`config.mk`:
```
export PLATFORM = sky130hd
export DESIGN_NAME = filter_window_sequencer
export DESIGN_NICKNAME = d
export VERILOG_FILES = /design/src/rtl/filter_pkg.sv /design/src/rtl/filter_addr_gen.sv /design/src/rtl/filter_window_sequencer.sv
export SDC_FILE = /design/constraint.sdc
export NUM_CORES = 1
export LEC_CHECK = 0
export ABC_AREA = 1
export CORE_MARGIN = 4
export CORE_UTILIZATION = 63
export CTS_BUF_LIST = sky130_fd_sc_hd__clkbuf_8
export DETAILED_ROUTE_END_ITERATION = 10
export HOLD_SLACK_MARGIN = 0.08
export PLACE_DENSITY_LB_ADDON = 0.05
export SYNTH_ARGS = -nofsm -noshare
export SYNTH_HDL_FRONTEND = slang
export SYNTH_SLANG_ARGS = --single-unit
```
`constraint.sdc`:
```
create_clock -name clk -period 6.73 [get_ports clk]
set_clock_uncertainty 0.15 [all_clocks]
set_input_delay 1.0095 -clock clk [delete_from_list [all_inputs] [get_ports clk]]
set_output_delay 1.0095 -clock clk [all_outputs]
set_load 0.01 [all_outputs]
```
`src/rtl/filter_pkg.sv`:
```
// filter_pkg: shared state encoding and default geometry for the
// 3x3 sliding-window sequencer (top + address generator).
package filter_pkg;

    localparam int IMG_W_DEF  = 8;
    localparam int IMG_H_DEF  = 8;
    localparam int ADDR_W_DEF = 7;
    localparam int KSIZE      = 3;

    typedef enum logic [2:0] {
        IDLE,
        FILL,
        SLIDE,
        DRAIN,
        COMPUTE,
        WRITE,
        FIN
    } state_e;

    // Index of the last row/column inside the kernel window.
    function automatic logic [1:0] klast();
        return 2'(KSIZE - 1);
    endfunction

endpackage

```
`src/rtl/filter_addr_gen.sv`:
```
// filter_addr_gen: window position counters (r, c), in-window read
// counters (i, j), output index, and modulo-2^ADDR_W address math.
// Ports:
//   clk, rst              clock, async active-high reset
//   clr_i                 frame start: sample bases, zero all counters
//   in_base_i/out_base_i  image bases, captured on clr_i
//   rd_adv_i              a read was issued this cycle
//   wr_adv_i              a result was written this cycle
//   rd_addr_o/wr_addr_o   current read / write address
//   row_sel_o             kernel row i of the current read
//   rd_last_o             current read is the last of its window
//   col_last_o/row_last_o window sits in the last column / row
module filter_addr_gen
    import filter_pkg::*;
#(
    parameter int IMG_W  = IMG_W_DEF,
    parameter int IMG_H  = IMG_H_DEF,
    parameter int ADDR_W = ADDR_W_DEF
) (
    input  logic              clk,
    input  logic              rst,
    input  logic              clr_i,
    input  logic [ADDR_W-1:0] in_base_i,
    input  logic [ADDR_W-1:0] out_base_i,
    input  logic              rd_adv_i,
    input  logic              wr_adv_i,
    output logic [ADDR_W-1:0] rd_addr_o,
    output logic [ADDR_W-1:0] wr_addr_o,
    output logic [1:0]        row_sel_o,
    output logic              rd_last_o,
    output logic              col_last_o,
    output logic              row_last_o
);

    localparam logic [ADDR_W-1:0] W_A  = ADDR_W'(IMG_W);
    localparam logic [ADDR_W-1:0] CMAX = ADDR_W'(IMG_W - KSIZE);
    localparam logic [ADDR_W-1:0] RMAX = ADDR_W'(IMG_H - KSIZE);

    logic [ADDR_W-1:0] r_q, r_d;
    logic [ADDR_W-1:0] c_q, c_d;
    logic [ADDR_W-1:0] oi_q, oi_d;
    logic [ADDR_W-1:0] inb_q, inb_d;
    logic [ADDR_W-1:0] outb_q, outb_d;
    logic [1:0]        i_q, i_d;
    logic [1:0]        j_q, j_d;

    always_comb begin
        r_d    = r_q;
        c_d    = c_q;
        oi_d   = oi_q;
        inb_d  = inb_q;
        outb_d = outb_q;
        i_d    = i_q;
        j_d    = j_q;
        if (clr_i) begin
            r_d    = '0;
            c_d    = '0;
            oi_d   = '0;
            inb_d  = in_base_i;
            outb_d = out_base_i;
            i_d    = '0;
            j_d    = '0;
        end else if (rd_adv_i) begin
            // Column-major: i (row) is the fast index.
            if (i_q == klast()) begin
                i_d = '0;
                j_d = j_q + 2'd1;
            end else begin
                i_d = i_q + 2'd1;
            end
        end else if (wr_adv_i) begin
            oi_d = oi_q + ADDR_W'(1);
            i_d  = '0;
            if (!col_last_o) begin
                // Slide: only the new right-hand column is fetched.
                c_d = c_q + ADDR_W'(1);
                j_d = klast();
            end else if (!row_last_o) begin
                r_d = r_q + ADDR_W'(1);
                c_d = '0;
                j_d = '0;
            end
        end
    end

    always_ff @(posedge clk or posedge rst) begin
        if (rst) begin
            r_q    <= '0;
            c_q    <= '0;
            oi_q   <= '0;
            inb_q  <= '0;
            outb_q <= '0;
            i_q    <= '0;
            j_q    <= '0;
        end else begin
            r_q    <= r_d;
            c_q    <= c_d;
            oi_q   <= oi_d;
            inb_q  <= inb_d;
            outb_q <= outb_d;
            i_q    <= i_d;
            j_q    <= j_d;
        end
    end

    // All terms are ADDR_W wide, so overflow wraps naturally.
    assign rd_addr_o = inb_q
                     + (r_q + ADDR_W'(i_q)) * W_A
                     + c_q + ADDR_W'(j_q);
    assign wr_addr_o = outb_q + oi_q;

    assign row_sel_o  = i_q;
    assign rd_last_o  = (i_q == klast()) && (j_q == klast());
    assign col_last_o = (c_q >= CMAX);
    assign row_last_o = (r_q >= RMAX);

endmodule

```
`src/rtl/filter_window_sequencer.sv`:
```
// filter_window_sequencer: FSM scanning a 3x3 window over an
// IMG_W x IMG_H image in one shared single-port memory.
// Ports:
//   clk, rst            clock, async active-high reset
//   start               begin a frame (accepted only in IDLE)
//   in_base/out_base    image bases, sampled on accepted start
//   mac_done            datapath result ready pulse
//   mem_addr/rd/wr      shared memory access (addr 0 when idle)
//   pix_we/pix_row      capture read data into staging row
//   col_push            shift staged column into the window
//   mac_start           window complete, start MAC
//   busy/done           frame in progress / frame end pulse
//   perf_cycles         busy-cycle count, only with
//                       FILTER_PERF_CNT_EN defined
module filter_window_sequencer
    import filter_pkg::*;
#(
    parameter int IMG_W  = IMG_W_DEF,
    parameter int IMG_H  = IMG_H_DEF,
    parameter int ADDR_W = ADDR_W_DEF
) (
    input  logic              clk,
    input  logic              rst,
    input  logic              start,
    input  logic [ADDR_W-1:0] in_base,
    input  logic [ADDR_W-1:0] out_base,
    input  logic              mac_done,
    output logic [ADDR_W-1:0] mem_addr,
    output logic              mem_rd,
    output logic              mem_wr,
    output logic              pix_we,
    output logic [1:0]        pix_row,
    output logic              col_push,
    output logic              mac_start,
    output logic              busy,
    output logic              done
`ifdef FILTER_PERF_CNT_EN
   ,output logic [15:0]       perf_cycles
`endif
);

    state_e            state_q;
    logic              mem_rd_q;
    logic              mem_wr_q;
    logic              pix_we_q;
    logic [1:0]        pix_row_q;
    logic              col_push_q;
    logic              mac_start_q;
    logic              busy_q;
    logic              done_q;

    logic              accept;
    logic [ADDR_W-1:0] rd_addr;
    logic [ADDR_W-1:0] wr_addr;
    logic [1:0]        row_sel;
    logic              rd_last;
    logic              col_last;
    logic              row_last;

    assign accept = (state_q == IDLE) && start;

    filter_addr_gen #(
        .IMG_W  (IMG_W),
        .IMG_H  (IMG_H),
        .ADDR_W (ADDR_W)
    ) u_addr (
        .clk        (clk),
        .rst        (rst),
        .clr_i      (accept),
        .in_base_i  (in_base),
        .out_base_i (out_base),
        .rd_adv_i   (mem_rd_q),
        .wr_adv_i   (mem_wr_q),
        .rd_addr_o  (rd_addr),
        .wr_addr_o  (wr_addr),
        .row_sel_o  (row_sel),
        .rd_last_o  (rd_last),
        .col_last_o (col_last),
        .row_last_o (row_last)
    );

    always_ff @(posedge clk or posedge rst) begin
        if (rst) begin
            state_q     <= IDLE;
            mem_rd_q    <= 1'b0;
            mem_wr_q    <= 1'b0;
            pix_we_q    <= 1'b0;
            pix_row_q   <= '0;
            col_push_q  <= 1'b0;
            mac_start_q <= 1'b0;
            busy_q      <= 1'b0;
            done_q      <= 1'b0;
        end else begin
            // Read data arrives one cycle after the strobe.
            pix_we_q    <= mem_rd_q;
            pix_row_q   <= mem_rd_q ? row_sel : 2'd0;
            col_push_q  <= mem_rd_q && (row_sel == klast());
            mac_start_q <= 1'b0;
            mem_wr_q    <= 1'b0;
            done_q      <= 1'b0;
            unique case (state_q)
                IDLE: begin
                    if (start) begin
                        state_q  <= FILL;
                        mem_rd_q <= 1'b1;
                        busy_q   <= 1'b1;
                    end
                end
                FILL, SLIDE: begin
                    if (rd_last) begin
                        state_q  <= DRAIN;
                        mem_rd_q <= 1'b0;
                    end
                end
                DRAIN: begin
                    state_q     <= COMPUTE;
                    mac_start_q <= 1'b1;
                end
                COMPUTE: begin
                    // A pulse coinciding with mac_start is stale.
                    if (mac_done && !mac_start_q) begin
                        state_q  <= WRITE;
                        mem_wr_q <= 1'b1;
                    end
                end
                WRITE: begin
                    if (!col_last) begin
                        state_q  <= SLIDE;
                        mem_rd_q <= 1'b1;
                    end else if (!row_last) begin
                        state_q  <= FILL;
                        mem_rd_q <= 1'b1;
                    end else begin
                        state_q <= FIN;
                        busy_q  <= 1'b0;
                        done_q  <= 1'b1;
                    end
                end
                FIN: begin
                    state_q <= IDLE;
                end
                default: begin
                    state_q <= IDLE;
                end
            endcase
        end
    end

    assign mem_addr  = mem_rd_q ? rd_addr :
                       mem_wr_q ? wr_addr : '0;
    assign mem_rd    = mem_rd_q;
    assign mem_wr    = mem_wr_q;
    assign pix_we    = pix_we_q;
    assign pix_row   = pix_row_q;
    assign col_push  = col_push_q;
    assign mac_start = mac_start_q;
    assign busy      = busy_q;
    assign done      = done_q;

`ifdef FILTER_PERF_CNT_EN
    logic [15:0] perf_q;

    always_ff @(posedge clk or posedge rst) begin
        if (rst) begin
            perf_q <= '0;
        end else if (accept) begin
            perf_q <= '0;
        end else if (busy_q && (perf_q != 16'hFFFF)) begin
            perf_q <= perf_q + 16'd1;
        end
    end

    assign perf_cycles = perf_q;
`endif

endmodule
```
==> results of run 1 <==
[worst max-delay path: stages (launching register included)]
cell                              delay (ns)
sky130_fd_sc_hd__dfrtp_1                0.43
sky130_fd_sc_hd__ha_1                   0.24
sky130_fd_sc_hd__fa_1                   0.48
sky130_fd_sc_hd__inv_1                  0.05
sky130_fd_sc_hd__fa_1                   0.53
sky130_fd_sc_hd__inv_1                  0.04
sky130_fd_sc_hd__ha_1                   0.34
sky130_fd_sc_hd__a21oi_1                0.16
sky130_fd_sc_hd__nand2_1                0.08
sky130_fd_sc_hd__a21oi_1                0.13
sky130_fd_sc_hd__o21ai_0                0.13
sky130_fd_sc_hd__o21ai_0                0.11
sky130_fd_sc_hd__clkdlybuf4s50_1        0.56
[cells by family (layout without fill, tap and decap cells)]
group                      after synthesis  in the layout
xor gates and xnor gates                 6              6
AOI/OAI and AO/OA                       49             49
adders and majority gates               28             28
buffers and inverters                   70            103
and+or+nand+nor                        202            202
DFF                                     51             51
[state kept, by name, indices dropped and copies added, names as in the netlist]
register          count
busy                  1
col_push              1
done                  1
mac_start             1
mem_rd                1
mem_wr                1
pix_row               2
pix_we                1
state_q               3
u_addr.c_q            7
u_addr.inb_q          7
u_addr.j_q            2
u_addr.oi_q           7
u_addr.outb_q         7
u_addr.r_q            7
u_addr.row_sel_o      2
[Yosys cell counts]
cell type and n:
sky130_fd_sc_hd__a21boi_1 1, sky130_fd_sc_hd__a21oi_1 14, sky130_fd_sc_hd__a22o_1 1, sky130_fd_sc_hd__a31oi_1 2, sky130_fd_sc_hd__and2_1 1, sky130_fd_sc_hd__buf_4 2, sky130_fd_sc_hd__buf_6 4, sky130_fd_sc_hd__buf_8 1
sky130_fd_sc_hd__clkbuf_2 1, sky130_fd_sc_hd__dfrtp_1 51, sky130_fd_sc_hd__fa_1 8, sky130_fd_sc_hd__ha_1 20, sky130_fd_sc_hd__inv_1 57, sky130_fd_sc_hd__inv_2 4, sky130_fd_sc_hd__inv_4 1, sky130_fd_sc_hd__nand2_1 126
sky130_fd_sc_hd__nand2_2 3, sky130_fd_sc_hd__nand2_4 3, sky130_fd_sc_hd__nand3_1 22, sky130_fd_sc_hd__nand3_4 1, sky130_fd_sc_hd__nand3b_1 3, sky130_fd_sc_hd__nand4_1 9, sky130_fd_sc_hd__nor2_1 24, sky130_fd_sc_hd__nor2_2 1
sky130_fd_sc_hd__nor2_4 4, sky130_fd_sc_hd__nor3_1 5, sky130_fd_sc_hd__o21ai_0 21, sky130_fd_sc_hd__o21ai_1 3, sky130_fd_sc_hd__o21ai_2 1, sky130_fd_sc_hd__o21bai_1 2, sky130_fd_sc_hd__o22ai_1 1, sky130_fd_sc_hd__o31ai_1 2
sky130_fd_sc_hd__o32ai_1 1, sky130_fd_sc_hd__xnor2_1 4, sky130_fd_sc_hd__xor2_1 2
[worst paths after layout]
check | end | slack, ns | cells after the start
max | mem_addr[5] | 2.00 | 12
min | mem_wr$_DFF_PP0_ | 0.32 | 1
max reg2reg | u_addr.r_q[1]$_DFFE_PP0P_ | 4.73 | 6
min reg2reg | mem_wr$_DFF_PP0_ | 0.32 | 1
max in group asynchronous | u_addr.inb_q[2]$_DFFE_PP0P_ | 4.65 | 2
min in group asynchronous | pix_row[1]$_DFF_PP0_ | 1.13 | 2
[where the power goes]
| part | internal (mW) | leakage (nW) | total (mW) | switching, mW |
|---|---|---|---|---|
| sequential | 0.308 | 0.640 | 0.311 | 0.00319 |
| clock | 0.0841 | 0.0474 | 0.189 | 0.104 |
| combinational | 0.0137 | 1.30 | 0.0273 | 0.0136 |
| total | 0.406 | 1.98 | 0.527 | 0.121 |
[layout make-up]
cell class / count / area (um^2)
clock inverter: 2 / 16.3
tap: 67 / 83.8
fill: 373 / 1180
inverter: 62 / 235
clock buffer: 6 / 82.6
timing repair buffer: 33 / 330
multi-input combinational: 285 / 1640
sequential: 51 / 1280
[metrics by stage]
stage	setup WS, ns	total power [mW]	instance area (um^2)
after floorplan	3.03	0.330	3230
after global placement	2.40	0.344	3570
after detailed placement	2.35	0.345	3570
after CTS	2.00	0.530	3660
after global routing	1.76	0.548	3660
final	2.00	0.527	3660
[cell usage in the layout, fill, tap and decap left out, types with 4 or more instances in the layout]
cell type                         count
sky130_fd_sc_hd__fa_1                 8
sky130_fd_sc_hd__clkbuf_8             6
sky130_fd_sc_hd__inv_1               56
sky130_fd_sc_hd__nand2_1            126
sky130_fd_sc_hd__dfrtp_1             51
sky130_fd_sc_hd__nor2_4               4
sky130_fd_sc_hd__nand4_1              9
sky130_fd_sc_hd__a21oi_1             14
sky130_fd_sc_hd__inv_2                5
sky130_fd_sc_hd__xnor2_1              4
sky130_fd_sc_hd__nor3_1               5
sky130_fd_sc_hd__clkdlybuf4s50_1     33
sky130_fd_sc_hd__o21ai_0             21
sky130_fd_sc_hd__nand3_1             22
sky130_fd_sc_hd__ha_1                20
sky130_fd_sc_hd__nor2_1              24
[routing by layer]
metal,vias up,routed length (um),share of wire (%),global-route usage [%]
met5,-,0,0,0
met4,0,134,1.9,10.1
met3,15,327,4.7,3.95
met2,68,3510,51,42.8
met1,1264,2910,42,29.3
li1,1350,-,-,-
==> summary.md, run 1 <==
• 0 — final setup fails
• 0 — count of nets left with antenna violations after detail routing
• 34 — IO Pins
• 25 — std cell rows
• 0% — share of synthesized area spent on multiplexers
• 484 — fin nets
• u_addr.row_sel_o[0]$_DFFE_PP0P_ — beginning of the critical path
• 0.10 ns — clock-pin slew on the worst setup and hold paths
• 4850 um^2 — Core Region
• 24.3% — GR Util All Layers
• 39.5% — portion of synthesized cell area occupied by the leading cell type
• 70.3% — Final period util
• 7.96 um^2 — syn_area_per_cell
• 3230 um^2 — mapped cell area
• 5 — largest driver fanout on the critical path
• 0 — number of antenna violations at the first check in global routing
• 35 — Cell variety after synth
• 452 — net count after synthesis
• 5 — number of CTS-inserted buffers
• 406 — number of cells produced by synthesis
• 132 uV — worst voltage drop across the vdd grid
• 0 ns — Setup TNS Final
• output port — Crit. End Element
• 0 — antenna cells
• 39.5% — sequential share of the synthesized area
• 0 — # resized after CTS
• 75.6% — Post-Route Utilization
• 0 — total overflow reported by the global router
• flop to flop — class of the most critical hold timing path
• 5.33 — Via-to-Cell Ratio
• 498 — Cell Count Post-Placement
• 0.211 GHz — Max Clock Freq
• 0 — number of max-cap violations
• 51 — count of state elements after synthesis
• 5.57 ns — CP Data Required Time
• 4.73 ns — shortest period the worst path allows
• yes — clock tree from TritonCTS
• 5 — number of search-and-repair iterations in the first detailed-routing pass
• mac_start$_DFF_PP0_ — origin of the worst min-delay path
• 0 — number of remaining DRC errors
• 0.851 — weighted congestion reported at the end of routability-driven placement
• 0 — max-slew violation count
• flop — Worst setup SP type
• 1.63% — xor and xnor area share after synthesis
• 0 — buffer count from post-CTS setup fixing
• sky130_fd_sc_hd__dfrtp_1 — largest area contributor in the netlist
• 6.15% — fraction of final layout cells sized beyond drive strength 1
• 12.7% — adder-cell share of the synthesized area
• 2,715 — via count of the first global-routing pass
• 2,697 — via total after detailed routing
• 12,000 um — wire length of the first global-routing pass
• 506 — final std cells w/o fill
• sky130_fd_sc_hd__dfrtp_1 (39%), sky130_fd_sc_hd__nand2_1 (15%), sky130_fd_sc_hd__ha_1 (7.7%), sky130_fd_sc_hd__inv_1 (6.6%), sky130_fd_sc_hd__fa_1 (5.0%) — synth top area cells
• 2 — maximum clock insertion buffer count
• 6340 um^2 — die outline area
• sky130_fd_sc_hd__clkbuf_8 — clock tree root buffer cell
• 2 — count of H-tree levels built during CTS
• 0.318 ns — final worst hold slack
• 167 — DRC marker count from the first detailed-route iteration
• flop to output port — Worst Path Class, Setup
• 13.6 um — routed len/inst
• 0 — Final Hold Fails
• 51 — TritonCTS Sinks
• 29.3% — Relative slew margins
• 6890 um — wirelength, routed
• no — unrepaired setup endpoints after global routing
• 8.44% — share of the synthesized area in compound gates (AO/OA/AOI/OAI)
• finished clean — run status
• 66.7% — initial cell density of the core
• 144 nW/um^2 — PD cells
• 79.6 um — die outline width
• 3.57 ns — arrival time worst endpoint
• 13.4% — area overhead of the layout relative to synthesis
• 1.98 nW — cell leakage power
• 5220 um — placed wire-length estimate
• 33 — number of buffers added on ports
• 0 — total of warnings raised by yosys
• 0.31 ns — Clk Latency, worst-skew pair
• 1.06 ns — Worst Max-Slew Pin Slew
• state_q[1]$_DFFE_PP0P_ — worst flop-to-flop path startpoint
• 52 — maximum number of pins on one net before global-route repair
• 0 — number of buffers inserted for hold repair after clock tree synthesis
• simple AND/OR/NAND/NOR gates — dominant combinational cell family by area after synthesis
• 79.6 um — y dimension of the die
• 28.0% — post-synthesis simple-gate area fraction
Power figures use the tool's default switching activity.
==> inputs of run 2 (changes only) <==
Settings changed: CORE_UTILIZATION 63 to 53.
Clock period 6.73 ns to 4.1 ns, I/O delays scaled along.
==> run 2 against run 1 <==
Against the previous run: worst setup slack got worse by 1.8 ns; sequential share of layout area fell by 0.31 points; register-to-register slack lost 2.6 ns; via count decreased by 1.8%; hold slack worse by 0.00068 ns; global-route usage fell by 4.3 points; core utilization fell by 13 points; largest cell class unchanged.
==> summary.md, run 2 (synthesized netlist as in run 1, its figures left out) <==
• 237 nW/um^2 — PD cells
• 2 — count of H-tree levels built during CTS
• 3.34 ns — CP Data Required Time
• 2 — maximum clock insertion buffer count
• 3.88 ns — shortest period the worst path allows
• 3580 um^2 — total placed instance area
• 6800 um — wirelength, routed
• 14.4% — area overhead of the layout relative to synthesis
• 1.07 ns — Worst Max-Slew Pin Slew
• 4 — number of search-and-repair iterations in the first detailed-routing pass
• 3.11 ns — arrival time worst endpoint
• yes — clock tree from TritonCTS
• ha_2 -> fa_2 -> inv_1 -> fa_1 -> inv_1 -> ha_4 -> nand2_1 -> nor2_1 -> nand2_1 -> nand3_1 -> inv_1 -> nand2_1 -> nand3_1 -> nand2_1 -> clkbuf_2 — cell chain of the critical path
• 0.258 GHz — Max Clock Freq
• 5050 um — placed wire-length estimate
• flop to output port — Worst Path Class, Setup
• 0 — max-slew violation count
• 20.0% — GR Util All Layers
• 0 — antenna cells
• 0.53 ns — longest individual stage delay on the worst path
• 0 — number of max-cap violations
• 0 — Final Hold Fails
• 3700 um^2 — final non-filler cell area
• 0 — number of remaining DRC errors
• 0.868 — weighted congestion reported at the end of routability-driven placement
• 0 — number of antenna violations at the first check in global routing
• 0.32 ns — Clk Latency, worst-skew pair
• 52 — maximum number of pins on one net before global-route repair
• 0 — final setup fails
• sky130_fd_sc_hd__nand2_1 (126), sky130_fd_sc_hd__inv_1 (56), sky130_fd_sc_hd__dfrtp_1 (51), sky130_fd_sc_hd__clkdlybuf4s50_1 (30), sky130_fd_sc_hd__nor2_1 (24) — leading cell types in the layout, fill and taps excluded
• 170 uV — worst voltage drop across the vdd grid
• 7410 um^2 — die outline area
• 0 — total overflow reported by the global router
• 486 — fin nets
• 501 — final-layout fill cell count
• 0 — number of buffers inserted for hold repair after clock tree synthesis
• 2,648 — via total after detailed routing
• 11,600 um — wire length of the first global-routing pass
• 51 — TritonCTS Sinks
• 7.48% — fraction of final layout cells sized beyond drive strength 1
• 94.5% — Final period util
• sky130_fd_sc_hd__fa_1 — library cell contributing the largest single delay on the critical path
• 119 — DRC marker count from the first detailed-route iteration
• no — unrepaired setup endpoints after global routing
• 28.2% — Relative slew margins
• 28 — std cell rows
• 86.1 um — y dimension of the die
• 5 — number of CTS-inserted buffers
• 0 — count of nets left with antenna violations after detail routing
• 2,469 — via count of the first global-routing pass
• 5920 um^2 — Core Region
• 33 — number of buffers added on ports
• 2.00 nW — cell leakage power
• 0.11 ns — clock-pin slew on the worst setup and hold paths
• sky130_fd_sc_hd__clkbuf_8 — clock tree root buffer cell
• 54.6% — initial cell density of the core
• 5.13 — Via-to-Cell Ratio
• flop to flop — class of the most critical hold timing path
• finished clean — run status
• sky130_fd_sc_hd__nand2_1 — most common cell after layout, fill and taps aside
• output port — Crit. End Element
• 13.2 um — routed len/inst
• 0 ns — Setup TNS Final
• 5 — largest driver fanout on the critical path
• sky130_fd_sc_hd__nand2_1 — cell type with the highest occurrence count on the critical path
• 86.1 um — die outline width
• 34 — IO Pins
• flop — Worst setup SP type
[run 2: changes by cell type in the layout (fill, tap and decap cells not counted), sizes merged]
cell / previous run / this run
clkdlybuf4s50: 33 / 30
buf: 0 / 2
inv: 62 / 64
clkdlybuf4s15: 0 / 1
clkinvlp: 1 / 0
dlygate4sd2: 0 / 1
[run 2: critical path, delay by kind of cell (launching register included)]
kind | cells | cell delay, ns
simple gates | 7 | 0.56
buf+inv | 4 | 0.29
flops | 1 | 0.41
fa+ha+maj | 4 | 1.53
[run 2: timing repair]
action	in CTS	in global routing
buffers inserted	2	0
pin swaps	0	0
resized for setup	3	7
endpoints found under the setup margin	3	2
[run 2: path summary, 6_finish.rpt]
check                                                 from                          to  slack, ns  cells after the start
max                        u_addr.row_sel_o[0]$_DFFE_PP0P_                 mem_addr[6]       0.22                     15
min                                 state_q[2]$_DFFE_PP0P_         mac_start$_DFF_PP0_       0.32                      1
max reg2reg                         state_q[1]$_DFFE_PP0P_  u_addr.oi_q[6]$_DFFE_PP0P_       2.10                      6
min reg2reg                         state_q[2]$_DFFE_PP0P_         mac_start$_DFF_PP0_       0.32                      1
max in group asynchronous                              rst  u_addr.oi_q[0]$_DFFE_PP0P_       2.42                      2
min in group asynchronous                              rst   u_addr.r_q[5]$_DFFE_PP0P_       0.72                      2
[run 2: per-layer routing]
layer	global-route usage (%)	wire, um
met1	26.3	3130
met2	33.6	3310
met3	3.94	281
met4	5.32	72
met5	0	0
[run 2: final cells by class]
type / instances / area [um^2] / area share, %
Clock buffer: 5 / 68.8 / 1.86
Clock inverter: 3 / 26.3 / 0.711
Timing Repair Buffer: 35 / 339 / 9.17
Sequential cell: 51 / 1280 / 34.5
Tap cell: 75 / 93.8 / 2.54
Inverter: 62 / 235 / 6.36
Multi-Input combinational cell: 285 / 1660 / 44.8
[run 2: where the power goes]
group	switching [mW]	leakage (nW)	internal [mW]
logic	0.0225	1.31	0.0230
registers	0.00496	0.640	0.506
clock network	0.194	0.0491	0.126
[run 2: per-stage QoR]
step,util (%),power (mW),hold WS [ns],instances,worst slack [ns]
final,62.4,0.877,0.318,516,0.224
after floorplan,-,0.542,0.283,406,0.798
after global placement,60.4,0.565,0.297,506,0.154
after detailed placement,60.4,0.566,0.299,506,0.0993
after CTS,62.2,0.884,0.313,516,0.0473
after global routing,62.4,0.915,0.337,516,0.0249
